===== src/rtl/dump_pkg.sv =====
// dump_pkg: shared state encoding and dump-mode constants for the state dump unit.
package dump_pkg;
  localparam logic [2:0] ST_IDLE = 3'd0;
  localparam logic [2:0] ST_HALT_WAIT = 3'd1;
  localparam logic [2:0] ST_REGS = 3'd2;
  localparam logic [2:0] ST_MEMS = 3'd3;
  localparam logic [2:0] ST_FIN = 3'd4;
  typedef enum logic [2:0] {
    IDLE = ST_IDLE,
    HALT_WAIT = ST_HALT_WAIT,
    REGS = ST_REGS,
    MEMS = ST_MEMS,
    FIN = ST_FIN
  } state_t;
  localparam logic [1:0] MODE_NONE = 2'b00;
  localparam logic [1:0] MODE_REGS = 2'b01;
  localparam logic [1:0] MODE_MEM = 2'b10;
  localparam logic [1:0] MODE_BOTH = 2'b11;
endpackage


===== src/rtl/dump_out_stage.sv =====
// dump_out_stage: single-entry valid/ready output register with load, hold and drain.
module dump_out_stage #(
  parameter int XLEN = 32,
  parameter int MAW = 12
) (
  input  logic            clk,
  input  logic            rst,
  input  logic            load,
  input  logic            ready,
  input  logic [XLEN-1:0] din,
  input  logic            din_mem,
  input  logic [MAW-1:0]  din_index,
  output logic            valid,
  output logic [XLEN-1:0] data,
  output logic            is_mem,
  output logic [MAW-1:0]  index,
  output logic            can_load
);
  assign can_load = !valid || ready;
  always_ff @(posedge clk or posedge rst)
    if (rst) begin
      valid <= 1'b0;
      data <= '0;
      is_mem <= 1'b0;
      index <= '0;
    end else if (load && can_load) begin
      valid <= 1'b1;
      data <= din;
      is_mem <= din_mem;
      index <= din_index;
    end else if (ready) begin
      valid <= 1'b0;
    end
endmodule


===== src/rtl/state_dump_unit.sv =====
// state_dump_unit: halts the core and streams the register file and/or dmem over valid/ready.
module state_dump_unit
  import dump_pkg::*;
#(
  parameter int XLEN = 32,
  parameter int NREG = 32,
  parameter int RAW = 5,
  parameter int MEM_DEPTH = 4096,
  parameter int MAW = 12
) (
  input  logic            CLK,
  input  logic            RST,
  input  logic            start,
  input  logic [1:0]      mode,
  output logic            halt,
  input  logic            halt_ack,
  output logic [RAW-1:0]  reg_raddr,
  input  logic [XLEN-1:0] reg_rdata,
  output logic [MAW-1:0]  mem_raddr,
  input  logic [XLEN-1:0] mem_rdata,
  output logic            out_valid,
  input  logic            out_ready,
  output logic [XLEN-1:0] out_data,
  output logic            out_is_mem,
  output logic [MAW-1:0]  out_index,
  output logic            busy,
  output logic            done
);
  state_t state;
  logic [1:0] mode_q;
  logic [MAW-1:0] index;
  logic can_load, load, last;
  assign load = (state == REGS || state == MEMS) && can_load;
  assign last = index == ((state == MEMS) ? MAW'(MEM_DEPTH - 1) : MAW'(NREG - 1));
  assign reg_raddr = index[RAW-1:0];
  assign mem_raddr = index;
  dump_out_stage #(.XLEN(XLEN), .MAW(MAW)) u_out (
    .clk(CLK),
    .rst(RST),
    .load(load),
    .ready(out_ready),
    .din((state == MEMS) ? mem_rdata : reg_rdata),
    .din_mem(state == MEMS),
    .din_index(index),
    .valid(out_valid),
    .data(out_data),
    .is_mem(out_is_mem),
    .index(out_index),
    .can_load(can_load)
  );
  // index returns to 0 whenever a section ends, so addresses idle at 0
  always_ff @(posedge CLK or posedge RST)
    if (RST) begin
      state <= IDLE;
      mode_q <= MODE_NONE;
      index <= '0;
      halt <= 1'b0;
      busy <= 1'b0;
      done <= 1'b0;
    end else begin
      done <= 1'b0;
      case (state)
        IDLE:
          if (start) begin
            if (mode != MODE_NONE) begin
              mode_q <= mode;
              halt <= 1'b1;
              busy <= 1'b1;
              state <= HALT_WAIT;
            end else begin
              done <= 1'b1;
            end
          end
        HALT_WAIT:
          if (halt_ack) begin
            index <= '0;
            state <= mode_q[0] ? REGS : MEMS;
          end
        REGS, MEMS:
          if (load) begin
            index <= last ? '0 : index + 1'b1;
            if (last) state <= (state == REGS && mode_q[1]) ? MEMS : FIN;
          end
        FIN:
          if (out_valid && out_ready) begin
            done <= 1'b1;
            halt <= 1'b0;
            busy <= 1'b0;
            state <= IDLE;
          end
        default: state <= IDLE;
      endcase
    end
endmodule

===== config.mk =====
export PLATFORM = sky130hd
export DESIGN_NAME = state_dump_unit
export DESIGN_NICKNAME = d
export VERILOG_FILES = /design/src/rtl/dump_pkg.sv /design/src/rtl/dump_out_stage.sv /design/src/rtl/state_dump_unit.sv
export SDC_FILE = /design/constraint.sdc
export NUM_CORES = 1
export LEC_CHECK = 0
export CAP_MARGIN = 20
export CORE_UTILIZATION = 43
export CTS_CLUSTER_DIAMETER = 150
export CTS_CLUSTER_SIZE = 30
export DETAILED_ROUTE_END_ITERATION = 6
export PLACE_DENSITY = 0.81
export SYNTH_ARGS = -nofsm -noshare
export SYNTH_HDL_FRONTEND = slang
export SYNTH_SLANG_ARGS = --single-unit

===== constraint.sdc =====
create_clock -name CLK -period 3.15 [get_ports CLK]
set_clock_uncertainty 0.2 [all_clocks]
set_input_delay 0.4725 -clock CLK [delete_from_list [all_inputs] [get_ports CLK]]
set_output_delay 0.4725 -clock CLK [all_outputs]
set_load 0.02 [all_outputs]

==> flow_summary.json <==
{
  "status": "finished, final reports clean",
  "tns_ns": 0,
  "io_buffers": 136,
  "post_cts_buffers": 0,
  "r2r_slack_ns": 0.43,
  "vias": 2802,
  "grt_pass1_vias": 2605,
  "synth_cells": 309,
  "setup_viol": 0,
  "start_kind": "flop",
  "totalPowerFinal_mw": 4.00,
  "yosysUniqueCellTypes": 48,
  "end_kind": "flop",
  "layout_commonest_cell": "clkdlybuf4s50_1",
  "grt_first_pass_wirelength_um": 12700,
  "drc": 0,
  "ant_nets": 0,
  "reg2reg_from": "mem_raddr[1]$_DFFE_PP0P_",
  "die_h_um": 88.6,
  "design.core.area_um2": 7250,
  "gr-usage-all-layers_pct": 21.5,
  "reg2reg_depth": 6,
  "layout_common_cells": "136 x clkdlybuf4s50_1, 64 x dfrtp_1, 42 x nor2_1",
  "via_per_inst": 5.18,
  "wire_per_inst_um": 15.6,
  "insertion_delay_ns": 0.33,
  "min_period_ns": 2.72,
  "drive_gt1_share_pct": 12.7,
  "worst_slew_pin_slew_ns": 0.598,
  "numCtsBuffers": 9,
  "cts_resized": 0,
  "ys_ff_latch": 65,
  "synth-main-ff-cell": "dfrtp_1",
  "antenna_cells": 0,
  "routabilityCongestion": 0.861,
  "powerDensity_nw_per_um2": 828,
  "drt_wl_total_um": 8420,
  "dr.pass1.iters": 4,
  "cts-root-buf": "clkbuf_8",
  "finalHoldViolations": 0,
  "min_from": "u_out.index[5]$_DFFE_PP0P_",
  "worst_slack_ns": 0.430,
  "min_path_cells": 1,
  "seq_area_frac_synth_pct": 50.4,
  "worstPathRequired_ns": 3.14,
  "fmax_ghz": 0.368,
  "ir_worst_vdd_mv": 0.519,
  "synth_nets": 381,
  "max_slew_margin_pct": 60.1,
  "synth_edf_count": 0,
  "path_max_fanout": 9,
  "grt_overflow_total": 0,
  "htreeDepth": 3,
  "min_path_type": "flop to flop",
  "slew_violations": 0,
  "fp.dieW_um": 88.6,
  "avgSynthCellArea_um2": 10.4,
  "hold_buffers": 0,
  "grt_setup_unrepaired": "no",
  "cts_sinks": 65,
  "clockBufferDepth": 2,
  "clkSlewWorstSetupHoldPaths_ns": 0.07,
  "synthArstFlopShare_pct": 100,
  "drv_cap": 0,
  "row_count": 31,
  "die_area_um2": 7860,
  "cp.arrival_ns": 2.71,
  "fin_crit_sh_pct": 86.3,
  "fin_nets": 511,
  "cts_tree": "built",
  "crit_type": "flop to flop",
  "grt_max_degree": 40,
  "antenna_found_initial": 0,
  "ios": 137,
  "dr.first_iter.drc_count": 125,
  "ys.warnings.count": 0,
  "crit_path_start": "mem_raddr[1]$_DFFE_PP0P_",
  "hold_ws_ns": 0.308,
  "leakagePower_nw": 2.01,
  "place_hpwl_um": 6230,
  "place_ws_ns": 0.446,
  "syn_area_um2": 3230,
  "start_util_pct": 44.5,
  "fillers": 601,
  "synthToLayoutAreaGrowth_pct": 49.5
}
per-stage QoR:
stage / instance area (µm²) / std cells / utilization [%]
after floorplan: 3230 / 309 / -
after global placement: 4660 / 527 / 64.2
after detailed placement: 4660 / 527 / 64.2
after CTS: 4830 / 541 / 66.6
after global routing: 4830 / 541 / 66.6
final: 4830 / 541 / 66.6
cell type report:
class	instances	area (µm²)	share of cell area, %
tap	99	124	2.57
clock inverter	3	17.5	0.363
inverter	3	11.3	0.233
sequential	65	1630	33.7
multi-input combinational	217	1470	30.4
clock buffer	11	151	3.14
timing repair buffer	143	1430	29.5
critical path: stages (launching register included):
cell and delay [ns]:
dfrtp_1 0.49, ha_1 0.28, nand4_2 0.24, a2111oi_4 0.65
or2_1 0.19, or2_1 0.40, o31ai_1 0.13
routing by layer:
layer / share of wire (%) / vias to the layer above / wire length, µm / track usage [%]
met4: 1.2 / 0 / 97 / 7.92
met1: 42 / 1355 / 3500 / 28.2
met2: 52 / 81 / 4420 / 35.1
li1: - / 1355 / - / -
met5: 0 / - / 0 / 0
met3: 4.8 / 11 / 401 / 4.94
cells by family (layout without fill, tap and decap cells):
kind of cell | after synthesis | in the layout | share of synthesized area (%)
buf+inv | 27 | 160 | 4.15
simple gates | 97 | 97 | 14.5
mux | 46 | 46 | 14.8
flops | 65 | 65 | 50.4
fa+ha+maj | 1 | 1 | 0.388
compound gates | 73 | 73 | 15.7
cells in the mapped netlist (3+ instances only):
cell      count  share of area, %
a21oi_1      34               5.3
a22o_1        3              0.81
buf_1         5              0.58
buf_4         6               1.4
clkbuf_1     10               1.2
dfrtp_1      65                50
inv_1         3              0.35
mux2_2       14               4.9
mux2i_1      32               9.9
nand2_1      15               1.7
nand2b_1      5              0.97
nand3_1       8               1.2
nor2_1       42               4.9
nor3_1        5              0.78
o21ai_0      12               1.9
o21ai_2       3              0.81
o31ai_1       3              0.70
o31ai_2       3               1.2
or2_2         3              0.58
sequential cells by signal (all words and copies together), names as in the netlist:
name          count
u_out.valid       1
state             3
u_out.index      12
done              1
u_out.is_mem      1
busy              1
u_out.data       32
mem_raddr        12
mode_q            2
power by group:
group          switching [mW]  internal (mW)  leakage, nW
Clock                   0.298          0.317       0.0871
Combinational            1.02          0.970         1.16
Sequential              0.270           1.12        0.762
final timing paths:
| check | endpoint |
|---|---|
| worst min-delay path | u_out.index[5]$_DFFE_PP0P_ |
| worst min register to register | u_out.index[5]$_DFFE_PP0P_ |
| worst max register to register | mem_raddr[9]$_DFFE_PP0P_ |
| worst max-delay path | mem_raddr[9]$_DFFE_PP0P_ |
| max in group asynchronous | mem_raddr[8]$_DFFE_PP0P_ |
| min in group asynchronous | u_out.data[14]$_DFFE_PP0P_ |
(Power assumes the default switching activity.)
